### config.mk
export PLATFORM = sky130hd
export DESIGN_NAME = ifetch_prefetch_flat
export DESIGN_NICKNAME = d
export VERILOG_FILES = /design/src/rtl/ifetch_prefetch_if.sv /design/src/rtl/ifetch_prefetch.sv /design/src/flat_wrapper.sv
export SDC_FILE = /design/constraint.sdc
export NUM_CORES = 1
export LEC_CHECK = 0
export CORE_MARGIN = 2
export CORE_UTILIZATION = 60
export CTS_CLUSTER_DIAMETER = 100
export DETAILED_ROUTE_END_ITERATION = 12
export PLACE_DENSITY_LB_ADDON = 0.3
export SYNTH_ARGS = -nofsm -noshare
export SYNTH_HDL_FRONTEND = slang
export SYNTH_SLANG_ARGS = --single-unit
### constraint.sdc
create_clock -name clk -period 8.8 [get_ports clk]
set_clock_uncertainty 0.05 [all_clocks]
set_input_delay 1.76 -clock clk [delete_from_list [all_inputs] [get_ports clk]]
set_output_delay 1.76 -clock clk [all_outputs]
set_load 0.01 [all_outputs]
### src/rtl/ifetch_prefetch_if.sv
// Read port using the core's rstrb/rbusy protocol.
// The master issues addr/rstrb; the slave answers with rdata once rbusy is low.
interface ifetch_prefetch_if;
  logic [31:0] addr;
  logic        rstrb;
  logic [31:0] rdata;
  logic        rbusy;

  modport master (output addr, output rstrb, input rdata, input rbusy);
  modport slave  (input addr, input rstrb, output rdata, output rbusy);
endinterface

### src/rtl/ifetch_prefetch.sv
// Sequential instruction prefetch queue between the core fetch port and instruction memory.
// Streams consecutive words ahead of the core; any non-sequential fetch flushes and redirects.
module ifetch_prefetch #(
  parameter int DEPTH = 4
) (
  input  logic              clk,
  input  logic              rst,
  ifetch_prefetch_if.slave  cpu,
  ifetch_prefetch_if.master mem
);
  localparam int            PW   = $clog2(DEPTH);
  localparam logic [PW:0]   FULL = (PW+1)'(DEPTH);

  typedef enum logic       {C_READY, C_WAIT} cstate_t;
  typedef enum logic [1:0] {M_IDLE, M_WAIT, M_DROP} mstate_t;

  cstate_t       r_cstate, w_cstate_nxt;
  mstate_t       r_mstate, w_mstate_nxt;
  logic          r_active;
  logic [29:0]   r_fptr;
  logic [29:0]   r_oaddr;
  logic [29:0]   r_qaddr [DEPTH];
  logic [31:0]   r_qdata [DEPTH];
  logic [PW-1:0] r_head;
  logic [PW:0]   r_count;
  logic [31:0]   r_cpu_rdata;
  logic [31:0]   r_mem_addr;
  logic          r_mem_rstrb;

  logic          w_req, w_resp, w_resp_live;
  logic          w_head_hit, w_wait_hit;
  logic          w_hit, w_join, w_miss;
  logic          w_deliver_mem, w_push, w_issue, w_active_nxt;
  logic [PW:0]   w_count_nxt;
  logic [29:0]   w_fbase;
  logic [PW-1:0] w_tail;
  logic          w_unused_lsb;

  assign w_unused_lsb = ^cpu.addr[1:0];

  // The memory ignores rbusy in the cycle it is strobed, so a response needs rstrb low.
  assign w_req       = cpu.rstrb && (r_cstate == C_READY);
  assign w_resp      = ((r_mstate == M_WAIT) || (r_mstate == M_DROP)) && !r_mem_rstrb && !mem.rbusy;
  assign w_resp_live = w_resp && (r_mstate == M_WAIT);

  assign w_head_hit = (r_count != '0) && (r_qaddr[r_head] == cpu.addr[31:2]);
  assign w_wait_hit = (r_count == '0) && (r_mstate == M_WAIT) && (r_oaddr == cpu.addr[31:2]);
  assign w_hit      = w_req && w_head_hit;
  assign w_join     = w_req && !w_head_hit && w_wait_hit;
  assign w_miss     = w_req && !w_head_hit && !w_wait_hit;

  // A word the core is already waiting for bypasses the queue.
  assign w_deliver_mem = w_resp_live && ((r_cstate == C_WAIT) || w_join);
  assign w_push        = w_resp_live && !w_miss && !w_deliver_mem && ((r_oaddr + 30'd1) == r_fptr);

  assign w_count_nxt  = w_miss ? '0 : (r_count + (PW+1)'(w_push) - (PW+1)'(w_hit));
  assign w_fbase      = w_miss ? cpu.addr[31:2] : r_fptr;
  assign w_active_nxt = r_active || w_req;
  assign w_issue      = ((r_mstate == M_IDLE) || w_resp) && w_active_nxt && (w_count_nxt < FULL);
  assign w_tail       = r_head + r_count[PW-1:0];

  always_comb begin
    w_cstate_nxt = r_cstate;
    w_mstate_nxt = r_mstate;
    if (r_cstate == C_READY) begin
      if (w_miss || (w_join && !w_resp_live)) w_cstate_nxt = C_WAIT;
    end else begin
      if (w_resp_live) w_cstate_nxt = C_READY;
    end
    if (w_issue)                                 w_mstate_nxt = M_WAIT;
    else if (w_resp)                             w_mstate_nxt = M_IDLE;
    else if (w_miss && (r_mstate == M_WAIT))     w_mstate_nxt = M_DROP;
  end

  always_ff @(posedge clk) begin
    if (rst) begin
      r_cstate    <= C_READY;
      r_mstate    <= M_IDLE;
      r_active    <= 1'b0;
      r_head      <= '0;
      r_count     <= '0;
      r_mem_rstrb <= 1'b0;
      r_mem_addr  <= '0;
      r_cpu_rdata <= '0;
    end else begin
      r_cstate    <= w_cstate_nxt;
      r_mstate    <= w_mstate_nxt;
      r_active    <= w_active_nxt;
      r_count     <= w_count_nxt;
      r_mem_rstrb <= w_issue;
      if (w_hit)          r_head      <= r_head + PW'(1);
      if (w_issue)        r_mem_addr  <= {w_fbase, 2'b00};
      if (w_hit)          r_cpu_rdata <= r_qdata[r_head];
      else if (w_deliver_mem) r_cpu_rdata <= mem.rdata;
    end
  end

  // Queue storage and stream pointers carry no reset; count and state gate their use.
  always_ff @(posedge clk) begin
    r_fptr <= w_issue ? (w_fbase + 30'd1) : w_fbase;
    if (w_issue) r_oaddr <= w_fbase;
    if (w_push) begin
      r_qaddr[w_tail] <= r_oaddr;
      r_qdata[w_tail] <= mem.rdata;
    end
  end

  assign cpu.rdata = r_cpu_rdata;
  assign cpu.rbusy = (r_cstate == C_WAIT);
  assign mem.addr  = r_mem_addr;
  assign mem.rstrb = r_mem_rstrb;
endmodule

### src/flat_wrapper.sv
// flat-port wrapper written by rule: the top's interface ports become plain ports
module ifetch_prefetch_flat 
#(
  parameter int DEPTH = 4
)
  (clk, rst, cpu_addr, cpu_rstrb, cpu_rdata, cpu_rbusy, mem_addr, mem_rstrb, mem_rdata, mem_rbusy);
  ifetch_prefetch_if cpu_i ();
  ifetch_prefetch_if mem_i ();
  input  logic clk;
  input  logic rst;
  input wire logic [$bits(cpu_i.addr)-1:0] cpu_addr;
  input wire logic [$bits(cpu_i.rstrb)-1:0] cpu_rstrb;
  output wire logic [$bits(cpu_i.rdata)-1:0] cpu_rdata;
  output wire logic [$bits(cpu_i.rbusy)-1:0] cpu_rbusy;
  output wire logic [$bits(mem_i.addr)-1:0] mem_addr;
  output wire logic [$bits(mem_i.rstrb)-1:0] mem_rstrb;
  input wire logic [$bits(mem_i.rdata)-1:0] mem_rdata;
  input wire logic [$bits(mem_i.rbusy)-1:0] mem_rbusy;
  assign cpu_i.addr = cpu_addr;
  assign cpu_i.rstrb = cpu_rstrb;
  assign cpu_rdata = cpu_i.rdata;
  assign cpu_rbusy = cpu_i.rbusy;
  assign mem_addr = mem_i.addr;
  assign mem_rstrb = mem_i.rstrb;
  assign mem_i.rdata = mem_rdata;
  assign mem_i.rbusy = mem_rbusy;
  ifetch_prefetch #(.DEPTH(DEPTH)) u_core (.clk(clk), .rst(rst), .cpu(cpu_i), .mem(mem_i));
endmodule
==> reports/metrics.csv <==
stage,metric,value,unit
outcome,status,finished clean,
synth,"Seq/Total Area, Yosys",59.9,%
synth,Synth Area per Inst,13.5,sq um
power,Worst VDD drop,0.198,mV
detailed_routing,Starting DRT DRC Count,1128,
synth,top-area cell type share of the netlist area,47.9,%
grt,initial antenna violation count,0,
placement,input/output buffers,129,
power,Cell Pwr Density,216,nW/um^2
sta,Max-slew headroom,34.9,%
hold_path,Hold Crit Class,reg2reg,
worst_setup_path,crit start category,primary input,
power,Net Sw Power,1.14,mW
sta,number of endpoints failing setup at the final stage,0,
clock_network,CTS Sinks,382,
grt,largest net degree at the start of global routing,74,
clock_network,CTS tree,done,
detailed_routing,Vias,11500,
clock_network,CTS Buffer Depth,3,
floorplanning,Die Width,174,um
power,P_leak,6.68,nW
floorplanning,Die ar.,30400,sq um
synth,ys flop type,edfxtp_1,
sta,max frequency,142,MHz
worst_setup_path,CP Class,in2reg,
worst_setup_path,flop-to-flop setup slack,2.39,ns
power,Sw Ratio,26.2,%
final_layout,Reg area,10400,sq um
synth,#FFs+latches synth,382,
worst_setup_path,crit-path max cell delay,0.67,ns
final_layout,n_diodes,0,
final_layout,multi-input logic area,6370,sq um
sta,Final WS setup,1.78,ns
clock_network,Worst-Skew Late Latency,0.53,ns
power,Comb power frac,12.4,%
hold_path,HP Start,u_core.r_active,
clock_network,Clock Tree Root,clkbuf_16,
worst_setup_path,critical path's slowest cell,clkdlybuf4s50_1,
floorplanning,die height,174,um
sta,Least-Margin Pin Slew,0.977,ns
synth,top-count cell post-synth,edfxtp_1,
detailed_routing,DRT Pass-1 Iters,7,
final_layout,fillers,1943,
clock_network,Post-CTS Setup Bufs,0,
detailed_routing,ANT nets after route,0,
worst_setup_path,critical path arrival,7.39,ns
placement,"worst slack, placed",1.36,ns
sta,worst hold slack,0.442,ns
grt,vias in the first global route,11600,
floorplanning,boundary pin count,134,
synth,yosys warns,0,
clock_network,CTS buffer count,39,
worst_setup_path,R2R cell count,21,
worst_setup_path,Reg2Reg Capture Point,u_core.r_fptr[25],
worst_setup_path,Critical path origin,cpu_addr[21],
grt,first-pass GRT wire length,65.6,mm
final_layout,Area Overhead vs Synth,15.5,%
sta,Final Hold Viols,0,
synth,Yosys cell types,82,
floorplanning,row count,62,
synth,Synth async-reset ratio,0,%
flow_run,Max-cap violations,0,
clock_network,cts hold-fix bufs,0,
sta,Max Slew Vio Count,0,
final_layout,layout net count,1467,
clock_network,CTS H-tree lvls,2,
placement,DP HPWL,27.9,mm
power,Clock Power Share,36.6,%
floorplanning,Initial Util,60.8,%
sta,unrepaired setup endpoints after global routing,no,
synth,most frequent cells after synthesis,"edfxtp_1 (278), dfxtp_1 (104), mux2i_1 (83)",
synth,Synth area leader,edfxtp_1,
synth,"EDFF count, synth",278,
worst_setup_path,Worst Path Required,9.17,ns
final_layout,share of layout cells above drive strength 1,13.4,%
power,internal power,3.21,mW
worst_setup_path,crit path cell chain,"clkdlybuf4s50_1, xor2_1, nor4_1, nand4_1, nor4_1, nand2b_1, buf_4, o211ai_4, nor3_4, and2_1, ha_1, fa_1, xor3_1, o21ai_0, nor2b_1, and4_1, and3_1, nand3_1, a21oi_1, o22ai_1, xnor2_1",
synth,Syn Inst Count,1286,
placement,gpl congestion,0.953,
worst_setup_path,Worst Setup EP,u_core.r_fptr[25],
synth,ranking of synthesized cells by area,"edfxtp_1 (48%), dfxtp_1 (12%), mux4_2 (5.9%), mux2i_1 (4.8%), xnor2_1 (3.5%)",
power,total power,4.34,mW
clock_network,Post-CTS Resized,0,
worst_setup_path,"most used cell, CP",nor4_1,
grt,GR Util All Layers,28.3,%
worst_setup_path,Setup crit end kind,register,
clock_network,clock slew at reported path FFs,0.06,ns
detailed_routing,Vias/cell,6.37,
detailed_routing,final wirelength,43.0,mm
synth,cell area after synthesis,17400,sq um
grt,total gr overflow,0,
sta,setup TNS,0,ns
sta,fin crit period,7.02,ns
detailed_routing,DRC viols,0,
power,register share of total power,51.0,%
floorplanning,core area,28600,sq um
worst_setup_path,crit path max fanout,33,
detailed_routing,WL per Instance,23.8,um
sta,period utilization,79.8,%
final_layout,post-layout util,70.2,%
[worst min path at each step]
| stage | endpoint | slack (ns) | depth (start not counted) |
|---|---|---|---|
| floorplan | u_core.r_active | 0.38 | 2 |
| global placement | u_core.r_active | 0.42 | 2 |
| detailed placement | u_core.r_active | 0.42 | 2 |
| CTS | u_core.r_active | 0.44 | 2 |
| global route | u_core.r_active | 0.48 | 2 |
| finish | u_core.r_active | 0.44 | 2 |
[area by class of cell]
class,count,share of cell area [%]
clock buffer,49,5.25
clock inverter,22,0.877
inverter,36,0.672
multi-input combinational,783,31.7
sequential,382,51.9
tap,384,2.39
timing repair buffer,149,7.21
[logic make-up after synthesis]
| kind of cell | Yosys count | share of synthesized area, % |
|---|---|---|
| flops | 382 | 59.9 |
| simple gates | 295 | 9.00 |
| compound gates | 182 | 7.03 |
| mux | 172 | 13.5 |
| xor+xnor | 124 | 6.32 |
| buf+inv | 122 | 3.59 |
| fa+ha+maj | 8 | 0.618 |
| other cells | 1 | 0.0215 |
[flip-flops by register name, indices dropped and copies added, names as in the netlist, named ones only]
| signal | cells |
|---|---|
| u_core.cpu.rdata | 32 |
| u_core.mem.rstrb | 1 |
| u_core.r_mstate | 2 |
| u_core.r_oaddr | 30 |
| u_core.cpu.rbusy | 1 |
| u_core.r_qaddr | 120 |
| u_core.r_fptr | 30 |
| u_core.mem.addr | 30 |
| u_core.r_count | 3 |
| u_core.r_active | 1 |
| u_core.r_head | 2 |
| u_core.r_qdata | 128 |
[metrics by stage]
step	instances	area, sq um
2_1_floorplan	1287	17400
3_3_place_gp	1734	18900
4_1_cts	1805	20100
6_report	1805	20100
5_1_grt	1805	20100
3_5_place_dp	1734	18900
[cell usage in the layout (no fill, tap or decap), types with 17 or more instances in the layout]
| master | netlist | routed |
|---|---|---|
| nand4_1 | 21 | 21 |
| buf_4 | 15 | 19 |
| edfxtp_1 | 278 | 278 |
| inv_1 | 35 | 35 |
| o21ai_0 | 17 | 17 |
| a211oi_1 | 23 | 23 |
| dfxtp_1 | 104 | 102 |
| mux2_2 | 32 | 32 |
| clkbuf_16 | 0 | 40 |
| xnor2_1 | 69 | 69 |
| mux4_2 | 46 | 46 |
| nand3_1 | 35 | 35 |
| nand2_1 | 61 | 61 |
| nor3_1 | 25 | 25 |
| clkdlybuf4s50_1 | 0 | 128 |
| nor2_1 | 72 | 71 |
| mux2i_1 | 83 | 83 |
| a21oi_1 | 64 | 64 |
| xor2_1 | 54 | 54 |
[critical path: cells and delay by family]
kind / cells / cell delay [ns]
xor+xnor: 3 / 0.69
compound gates: 4 / 0.81
buf+inv: 2 / 1.05
fa+ha+maj: 2 / 0.32
simple gates: 10 / 2.77
[per-layer routing]
| layer | routed length, um | GRT usage, % |
|---|---|---|
| met2 | 20900 | 47.5 |
| met5 | 0 | 0 |
| met4 | 1390 | 10.3 |
| met3 | 3480 | 4.51 |
| met1 | 17300 | 37.6 |
[power by group through the flow]
stage | sequential, mW | clock, mW | combinational (mW)
after floorplan | 2.18 | 0 | 0.351
after global placement | 2.24 | 0 | 0.515
after detailed placement | 2.25 | 0 | 0.527
after CTS | 2.21 | 1.61 | 0.532
after global routing | 2.23 | 1.68 | 0.579
final | 2.22 | 1.59 | 0.537
Power figures use the tool's default switching activity.
==> patch 1: new RTL, same flow settings <==
`DEPTH` is set to 4 in 2 places; all go to 8.
--- a/src/rtl/ifetch_prefetch.sv
+++ b/src/rtl/ifetch_prefetch.sv
@@ -3,3 +3,3 @@
 module ifetch_prefetch #(
-  parameter int DEPTH = 4
+  parameter int DEPTH = 8
 ) (
--- a/src/flat_wrapper.sv
+++ b/src/flat_wrapper.sv
@@ -3,3 +3,3 @@
 #(
-  parameter int DEPTH = 4
+  parameter int DEPTH = 8
 )
Behaviour: no difference found for any inputs over 4 cycles, from zero or initial values and one cycle with rst high; that may be too few to reach the edited logic, so the function may still have changed.
==> patch 1 against the unedited design <==
- count of clock-buffer cells in the layout increased by 38
- synthesized area is 56% higher
- clock power is 65% higher
- register-to-register slack lost 0.38 ns
- power is 54% higher
- sequential share of layout area rose by 5.8 points
- worst setup slack worse by 0.14 ns
- via count is 43% higher
- final area is 55% higher
- sequential cell count up 251
- first-iteration DRC count is 67% higher
- wire length increased by 49%
==> patch 1: results (changes against the unedited design) <==
* Seq/Total Area, Yosys at 65.92% (+6.0 points)
* Reg clk slew, reported paths at 0.07 ns
* Status: finished, final reports clean
* Internal power at 5.120 mW (+60%)
* Worst Hold End: u_core.r_active
* Post-Synthesis Cells at 1761 (+37%)
* Slew @ Worst Pin at 1.213 ns (+0.2354 ns)
* Largest net degree at the start of global routing at 68 (-8.1%)
* Commonest cells post-synth: edfxtp_1, mux2i_1, dfxtp_1, mux4_2, a211oi_1
* Layout cells sized above 1 at 13.92% (+0.48 points)
* Leak at 10.18 nW (+52%)
* Sequential cell power at 3.54 mW (+59%)
* Async set-reset flop share out of synthesis at 0% (unchanged)
* Worst skew pair latency at 0.64 ns (+0.11 ns)
* Ranking of synthesized cells by area: edfxtp_1, dfxtp_1, mux4_2, mux2i_1, xnor2_1
* Mux cell area share after synthesis at 12.50% (-1.0 points)
* Initial drt markers at 1883 (+67%)
* HP Class: reg -> reg
* Maximum fanout along the worst path at 46 (+39%)
* Crit Path Class: in -> reg
* Drt first pass iters at 6 (-1)
* Fill cells at 2995 (+54%)
* CTS Buf Count at 60 (+54%)
* Clock Tree Buf Depth at 3 (unchanged)
* Hold Startpoint: u_core.r_active
* Net switching power at 1.566 mW (+38%)
* First-pass GRT wire length at 97290 um (+48%)
* Path depth of the worst reg2reg path at 18 (-14%)
* Setup violators final at 0 (unchanged)
* Tot GR Track Use at 27.44% (-0.87 points)
* Number of port buffers at 129 (unchanged)
* Worst EP arrival at 7.65 ns (+0.26 ns)
* Max reg flops at 256 (+100%)
* Vias in the first global route at 16.70k (+44%)
* R2R Path End: u_core.mem.addr[11]
* Synth Area in Adders at 0.6529% (+0.035 points)
* CP startpoint: mem_rbusy
* Nets at 1963 (+34%)
* Worst reg2reg setup slack at 2.01 ns (-0.38 ns)
* Ys Warns at 0 (unchanged)
* EDFF count, synth at 526 (+89%)
* Count of cell types in the netlist at 80 (-2.4%)
* Placer congestion estimate at 0.8974 (-5.8%)
* Placed wire-length estimate at 38250 um (+37%)
* Setup Buffers After CTS at 0 (unchanged)
* Compound-Gate Fraction of Synth Area at 7.642% (+0.62 points)
* Max VDD drop at 0.1852 mV (-6.6%)
* Fin cells at 2532 (+40%)
* Post-cts gate resize count at 0 (unchanged)
* Vias at 16.40k (+43%)
* Xor/xnor share of the synthesized area at 3.734% (-2.6 points)
* Placed cells at 2420 (+40%)
* Clk pwr at 2.62 mW (+65%)
* Wirelength per Cell at 25.40 um (+6.5%)
-- patch 1: changes by cell type after synthesis, moves of 33 or more --
cell      before  now
mux4_2        46   88
nor2b_1        2   35
nor2_1        72   34
mux2i_1       83  123
edfxtp_1     278  526
a211oi_1      23   83
-- patch 1: layout make-up --
cell class | count | area share, %
clock buffers | 87 | 5.415
clock inverters | 25 | 1.071
inverters | 40 | 0.4831
multi-input cells | 983 | 27.67
flip-flops and latches | 633 | 57.76
well taps | 600 | 2.416
repair buffers | 164 | 5.186
-- patch 1: metal layers --
metal | up-vias | wire, um | track usage, %
met5 | - | 0 | 0
met4 | 0 | 2083 | 9.840
met3 | 145 | 5291 | 4.878
met2 | 813 | 31570 | 45.15
met1 | 8285 | 25360 | 37.16
li1 | 7154 | - | -
-- patch 1: through the flow --
step | setup WS [ns] | hold slack, ns | cell area [um2]
floorplan | 0.2827 | 0.3771 | 27210
global placement | 1.267 | 0.3943 | 29060
detailed placement | 1.070 | 0.4511 | 29060
CTS | 1.735 | 0.4654 | 31080
global route | 1.316 | 0.4962 | 31080
finish | 1.641 | 0.4547 | 31080
-- patch 1: cell families (layout without fill, tap and decap cells) --
family          count (synthesis)  after routing
fa+ha+maj                      13             13
xor+xnor                      116            116
simple gates                  331            331
flops                         633            633
compound gates                294            294
buf+inv                       146            316
other cells                     1              2
mux                           227            227
-- patch 1: worst max-delay path: stages --
cell and delay (ns):
clkdlybuf4s50_1 0.44, nor3b_1 0.41, and2_1 0.29, o211ai_1 0.12, a2111oi_0 0.62, o2111ai_1 0.26
a311oi_1 0.35, o2111ai_1 0.21, a211o_1 0.50, nor3_1 0.35, ha_1 0.26, a21o_1 0.12
a21oi_1 0.10, xor2_1 0.51, o21ai_2 0.16, nand2_4 0.17, inv_2 0.39, buf_4 0.35
a211oi_1 0.23
==> patch 2: new RTL, config.mk and constraints unchanged <==
Made on the original files. Re-encode `mstate_t` (3 states) as one-hot, 3 bits wide.
--- a/src/rtl/ifetch_prefetch.sv
+++ b/src/rtl/ifetch_prefetch.sv
@@ -14,3 +14,3 @@
   typedef enum logic       {C_READY, C_WAIT} cstate_t;
-  typedef enum logic [1:0] {M_IDLE, M_WAIT, M_DROP} mstate_t;
+  typedef enum logic [2:0] {M_IDLE = 3'b001, M_WAIT = 3'b010, M_DROP = 3'b100} mstate_t;
 
Formal check against the unedited RTL: same outputs for any inputs over 4 cycles, from zero or initial values and one cycle with rst high; so few cycles prove little.
==> patch 2 against the unedited design <==
- sequential power increased by 2%
- final area increased by 0.47%
- wire length decreased by 3.0%
- die area decreased by 0.38%
- worst setup slack got worse by 0.14 ns
- non-clock buffer count increased by 4
- power increased by 5.9%
- sequential share of layout area decreased by 0.15 points
- sequential cell count increased by 1
- worst hold slack improved by 0.017 ns
- synthesized area decreased by 0.39%
==> patch 2: results (changes against the unedited design) <==
* CTS Buf Count at 40 (+2.6%)
* Maximum fanout along the worst path at 7 (-79%)
* Leak at 6.659 nW (-0.29%)
* Worst skew pair latency at 0.55 ns (+0.02 ns)
* Worst reg2reg setup slack at 2.59 ns (+0.20 ns)
* Nets at 1473 (+0.41%)
* # diodes at 0 (unchanged)
* Vias in the first global route at 11.50k (-0.50%)
* Commonest cells post-synth: edfxtp_1, dfxtp_1, mux2i_1, nor2_1, xor2_1
* Tot GR Track Use at 27.63% (-0.68 points)
* Placer congestion estimate at 0.9562 (+0.38%)
* Ranking of synthesized cells by area: edfxtp_1, dfxtp_1, mux4_2, mux2i_1, xor2_1
* Worst EP arrival at 7.58 ns (+0.19 ns)
* Initial drt markers at 1199 (+6.3%)
* Status: finished, final reports clean
* Vias at 11.54k (+0.28%)
* Hold slack at 0.4588 ns (+0.01700 ns)
* CP max stage delay at 0.63 ns (-0.04 ns)
* Drt first pass iters at 5 (-2)
* Seq/Total Area, Yosys at 60.24% (+0.35 points)
* Largest net degree at the start of global routing at 67 (-9.5%)
* Routed wire length at 41770 um (-3.0%)
* Relative slew slack at 39.40% (+4.6 points)
* HP Class: reg -> reg
* First-pass GRT wire length at 64830 um (-1.2%)
* Layout cells sized above 1 at 11.88% (-1.6 points)
patch 2: path summary, 6_finish.rpt:
kind	start	to	cells past startpoint
min	u_core.r_active	u_core.r_active	2
max	cpu_addr[15]	u_core.r_fptr[29]	21
min reg2reg	u_core.r_active	u_core.r_active	2
max reg2reg	flip-flop	u_core.r_fptr[29]	20
patch 2: critical path, delay by kind of cell:
family / cells / cell delay (ns)
AND/OR/NAND/NOR: 10 / 2.78
AO/OA/AOI/OAI: 5 / 1.09
XOR/XNOR: 3 / 0.70
buffers and inverters: 1 / 0.63
adder cells (fa/ha/maj): 2 / 0.59
patch 2: cell families (layout without fill, tap and decap cells):
kind of cell             after synthesis  count (layout)  synth area share [%]
AO/OA/AOI/OAI                        209             209                 8.353
flip-flops                           383             383                 60.24
XOR/XNOR                             130             130                 6.650
adder cells (fa/ha/maj)                6               6                0.4761
buffers and inverters                121             263                 3.462
other                                  1               2               0.02162
multiplexers                         145             145                 11.94
AND/OR/NAND/NOR                      293             293                 8.858
patch 2: power breakdown:
part,switching [mW],internal (mW)
Clock,0.702,0.981
Sequential,0.175,2.09
Combinational,0.358,0.296
Total,1.23,3.36
patch 2: cell type report:
| cell class | count | area (um2) |
|---|---|---|
| clock inverters | 22 | 220.2 |
| repair buffers | 153 | 1466 |
| inverters | 36 | 135.1 |
| clock buffers | 52 | 1099 |
| fillers | 1964 | 8344 |
| well taps | 384 | 480.5 |
| multi-input cells | 785 | 6345 |
| flip-flops and latches | 383 | 10460 |
patch 2: stage by stage:
stage	instance area [um2]	worst slack, ns	TNS (ns)	instances
floorplan	17350	-1.836	-310.39	1289
global placement	18880	1.413	0	1741
detailed placement	18880	1.333	0	1741
CTS	20200	1.815	0	1815
global route	20200	1.435	0	1815
finish	20200	1.644	0	1815
patch 2: layer usage:
metal / GRT usage, % / vias up / wire [um]
li1: - / 5141 / -
met1: 37.33 / 5704 / 16820
met2: 46.13 / 592 / 20300
met3: 4.156 / 98 / 3346
met4: 9.664 / 0 / 1308
met5: 0 / - / 0
